$ cat src/rtl/cpu_types_pkg.sv
// cpu_types_pkg: shared word, address-field and icache FSM state types
package cpu_types_pkg;
  typedef logic [31:0] word_t;
  // Field split for the default 16-frame cache (IDX_W = 4).
  typedef struct packed {
    logic [25:0] tag;
    logic [3:0]  idx;
    logic [1:0]  bytoff;
  } icachef_t;
  typedef enum logic {IDLE, FETCH} icache_state_t;
endpackage

$ cat src/rtl/icache.sv
// icache: direct-mapped single-word-block read-only instruction cache
//   CLK/RST: clock, sync active-high reset
//   imemREN/imemaddr -> ihit/imemload: fetch lookup, combinational hit
//   iREN/iaddr -> iwait/iload: word read to memory controller on miss
module icache
  import cpu_types_pkg::*;
#(
  parameter int IDX_W = 4
) (
  input  logic  CLK,
  input  logic  RST,
  input  logic  imemREN,
  input  word_t imemaddr,
  output logic  ihit,
  output word_t imemload,
  output logic  iREN,
  output word_t iaddr,
  input  logic  iwait,
  input  word_t iload
);
  localparam int TAG_W = 30 - IDX_W;
  localparam int FRAMES = 2 ** IDX_W;
  icache_state_t state;
  word_t miss_addr;
  logic [FRAMES-1:0] valid;
  logic [TAG_W-1:0] tags [FRAMES];
  word_t data [FRAMES];
  logic [IDX_W-1:0] idx, fidx;
  logic [TAG_W-1:0] tag, ftag;
  logic lookup, fill;
  assign idx = imemaddr[IDX_W+1:2];
  assign tag = imemaddr[31:IDX_W+2];
  assign fidx = miss_addr[IDX_W+1:2];
  assign ftag = miss_addr[31:IDX_W+2];
  assign lookup = state == IDLE && imemREN && valid[idx] && tags[idx] == tag;
  assign fill = state == FETCH && !iwait && !RST;
  assign ihit = lookup;
  assign imemload = lookup ? data[idx] : '0;
  assign iREN = state == FETCH;
  assign iaddr = miss_addr;
  always_ff @(posedge CLK) begin
    if (RST) begin
      state <= IDLE;
      valid <= '0;
      miss_addr <= '0;
    end else if (state == IDLE) begin
      if (imemREN && !lookup) begin
        miss_addr <= imemaddr & ~32'h3;
        state <= FETCH;
      end
    end else if (!iwait) begin
      valid[fidx] <= 1'b1;
      state <= IDLE;
    end
  end
  // Tag/data arrays carry no reset; valid bits alone gate their use.
  always_ff @(posedge CLK) begin
    if (fill) begin
      tags[fidx] <= ftag;
      data[fidx] <= iload;
    end
  end
endmodule
$ cat config.mk
export PLATFORM = sky130hd
export DESIGN_NAME = icache
export DESIGN_NICKNAME = d
export VERILOG_FILES = /design/src/rtl/cpu_types_pkg.sv /design/src/rtl/icache.sv
export SDC_FILE = /design/constraint.sdc
export NUM_CORES = 1
export LEC_CHECK = 0
export ABC_AREA = 1
export CAP_MARGIN = 5
export CORE_UTILIZATION = 47
export CTS_CLUSTER_SIZE = 40
export DETAILED_ROUTE_END_ITERATION = 6
export MAX_ROUTING_LAYER = met4
export PLACE_DENSITY_LB_ADDON = 0.05
export RECOVER_POWER = 100
export SLEW_MARGIN = 15
export SYNTH_ARGS = -nofsm -noshare
export SYNTH_HDL_FRONTEND = slang
export SYNTH_SLANG_ARGS = --single-unit
$ cat constraint.sdc
create_clock -name CLK -period 6.4 [get_ports CLK]
set_input_delay 1.28 -clock CLK [delete_from_list [all_inputs] [get_ports CLK]]
set_output_delay 1.28 -clock CLK [all_outputs]
set_load 0.01 [all_outputs]
==> flow_metrics.env <==
export IMPL_status="finished with violations"
export IMPL_violations="max-capacitance violations, max-slew violations"
export IMPL_hold_depth=2
export IMPL_post_cts_buffers=0
export IMPL_post_route_drc_count=0
export IMPL_final_nets=3503
export IMPL_mostFrequentLayoutCell="edfxtp_1"
export IMPL_worst_slew_pin_slew_ps=3660
export IMPL_ios=134
export IMPL_worstPathArrival_ps=4740
export IMPL_htreeDepth=3
export IMPL_fp_row_count=106
export IMPL_grt_busiest_layer="met2"
export IMPL_cts_sinks=975
export IMPL_wl_per_cell_um=23.3
export IMPL_cts_buffer_depth=3
export IMPL_synth_distinct_cells=28
export IMPL_clock_latency_ps=660
export IMPL_wl_um=107000
export IMPL_grt_ovfl_total=0
export IMPL_syn_avg_cell_area_um2=11.9
export IMPL_viasPerCell=5.64
export IMPL_fin_hold_ws_ps=458
export IMPL_ys_warn_count=0
export IMPL_use_met3_pct=3.06
export IMPL_cts_resized=0
export IMPL_met1_usage_pct=35.3
export IMPL_cp_end_kind="output port"
export IMPL_core_um2=83600
export IMPL_synthCells=3333
export IMPL_clkTransAtPathRegs_ps=50
export IMPL_cts_buffers=101
export IMPL_fin_skew_ps=20.7
export IMPL_vias=26000
export IMPL_grt_pass1_wl_um=159000
export IMPL_tns_ps=0
export IMPL_firstDrtPassIters=5
export IMPL_ff2ff_path_depth=5
export IMPL_syn_area_um2=39700
export IMPL_area_sequential_um2=28800
export IMPL_cts_tree="done"
export IMPL_cpMaxStageDelayCell="dlygate4sd3_1"
export IMPL_p_per_area_nw_per_um2=298
export IMPL_grt_max_degree=249
export IMPL_postRouteAntennaNets=0
export IMPL_hpwlAfterDp_um=56100
export IMPL_path_cells="buf_6 > buf_4 > o21ai_0 > o211ai_1 > nand3_1 > nand3_1 > o21ai_0 > nor2_1 > nand4_1 > nor2_1 > nand2_1 > buf_4 > nor2_1 > dlygate4sd3_1"
export IMPL_critical_path_max_stage_delay_ps=610
export IMPL_drive_gt1_share_pct=6.11
export IMPL_initial_core_util_pct=47.5
export IMPL_fill_cells=6989
export IMPL_die_area_um2=85500
export IMPL_mostFrequentLayoutCells="edfxtp_1 (928), nand2_1 (858), nand3_1 (302)"
export IMPL_antenna_found_initial=7
export IMPL_max_cap_violations=31
export IMPL_cp_required_ps=5120
export IMPL_grt_pass1_vias=25000
export IMPL_start_kind="input pin"
export IMPL_fin_crit_ps=6020
export IMPL_gp_congestion=0.859
export IMPL_crit_top_cell="nor2_1"
export IMPL_hold_violations=0
export IMPL_worst_path_max_fanout=38
export IMPL_met2_usage_pct=40.8
export IMPL_fmax_mhz=166
export IMPL_hold_path_class="flop to flop"
export IMPL_setup_violations=0
export IMPL_port_buffers=129
export IMPL_grtUsageTotal_pct=25.8
export IMPL_finalCritPeriodShare_pct=94.0
export IMPL_power_leakage_nw=16.4
export IMPL_hold_buffers=0
export IMPL_dieWidth_um=292
export IMPL_slew_viol_final=887
export IMPL_crit_type="input pin to output port"
export IMPL_drtIter0Drc=2053
export IMPL_slew_headroom_pct=-144
export IMPL_multi_input_area_um2=9150
export IMPL_rsz0062_at_grt="no"
export IMPL_yosysSeqAreaShare_pct=72.6
export IMPL_cts_root_buffer="clkbuf_16"
export IMPL_synth_seq_cells=975
export IMPL_die_h_um=292
export IMPL_area_growth_pct=13.9
export IMPL_ir_drop_v=0.000196
layout make-up:
cell class | instances | share of cell area, %
clock buffer | 129 | 6.02
timing repair buffer | 215 | 4.37
antenna | 3 | 0.0166
clock inverter | 58 | 0.845
tap | 1080 | 2.99
sequential | 975 | 63.8
multi-input combinational | 1937 | 20.3
inverter | 205 | 1.74
cell families (layout without fill, tap and decap cells):
| kind of cell | after synthesis | in the layout | share of synthesized area, % |
|---|---|---|---|
| other | 1 | 5 | 0.00946 |
| flip-flops | 975 | 975 | 72.6 |
| AO/OA/AOI/OAI | 554 | 554 | 8.72 |
| buffers and inverters | 422 | 607 | 4.52 |
| AND/OR/NAND/NOR | 1381 | 1381 | 14.1 |
worst paths after layout:
| kind | end | slack, ps | start |
|---|---|---|---|
| worst max-delay path | imemload[5] | 380 | imemaddr[3] |
| worst min-delay path | valid[0] | 460 | valid[0] |
| worst max register to register | data[3][2] | 1900 | iREN |
| worst min register to register | valid[0] | 460 | valid[0] |
metal layers:
metal / wire length, um / up-vias
met1: 47500 / 12900
met3: 6230 / 161
met5: 0 / -
met4: 2790 / 0
li1: - / 12100
met2: 51000 / 777
worst max-delay path, delay by kind of cell:
family                 cells  cell delay [ps]
AOI/OAI and AO/OA          3              470
buffers and inverters      4             1770
and+or+nand+nor            7             1160
cells in the mapped netlist:
| cell | number | area share (%) |
|---|---|---|
| conb_1 | 1 | 0.0095 |
| nand2_2 | 1 | 0.016 |
| clkbuf_1 | 114 | 1.1 |
| o31ai_1 | 30 | 0.57 |
| dfxtp_1 | 47 | 2.4 |
| a311o_1 | 23 | 0.58 |
| o21ai_1 | 16 | 0.20 |
| or2_2 | 2 | 0.032 |
| buf_4 | 12 | 0.23 |
| o211a_1 | 1 | 0.025 |
| a21oi_1 | 275 | 3.5 |
| edfxtp_1 | 928 | 70 |
| buf_8 | 1 | 0.038 |
| o22ai_1 | 8 | 0.13 |
| o32ai_1 | 2 | 0.044 |
| o21ai_0 | 62 | 0.78 |
| inv_2 | 2 | 0.019 |
| nor2_1 | 211 | 2.0 |
| buf_1 | 22 | 0.21 |
| clkinv_1 | 1 | 0.0095 |
| nand3_1 | 302 | 3.8 |
| buf_6 | 11 | 0.31 |
| buf_2 | 57 | 0.72 |
| nand4_1 | 8 | 0.13 |
| a221oi_1 | 105 | 2.3 |
| o211ai_1 | 32 | 0.61 |
| inv_1 | 202 | 1.9 |
| nand2_1 | 857 | 8.1 |
state kept, by name, indices dropped and copies added, names as in the netlist:
| signal | flops |
|---|---|
| data | 512 |
| iREN | 1 |
| iaddr | 30 |
| tags | 416 |
| valid | 16 |
report_power, final:
part / switching (mW) / internal [mW] / total (mW)
logic: 0.554 / 0.256 / 0.809
clock network: 2.38 / 3.15 / 5.53
registers: 0.0690 / 7.04 / 7.11
total: 3.00 / 10.4 / 13.4
stage by stage:
| step | utilization (%) | power, mW | setup slack (ps) | instance area, um^2 | instances |
|---|---|---|---|---|---|
| 3_5_place_dp | 50.6 | 8.07 | 526 | 42300 | 4412 |
| 5_1_grt | 54.1 | 13.9 | 187 | 45200 | 4601 |
| 2_1_floorplan | - | 7.70 | 1470 | 39700 | 3334 |
| 3_3_place_gp | 50.6 | 8.05 | 550 | 42300 | 4412 |
| 4_1_cts | 54.3 | 13.6 | 507 | 45400 | 4599 |
| 6_report | 54.1 | 13.4 | 382 | 45200 | 4602 |
Power figures use the tool's default switching activity.
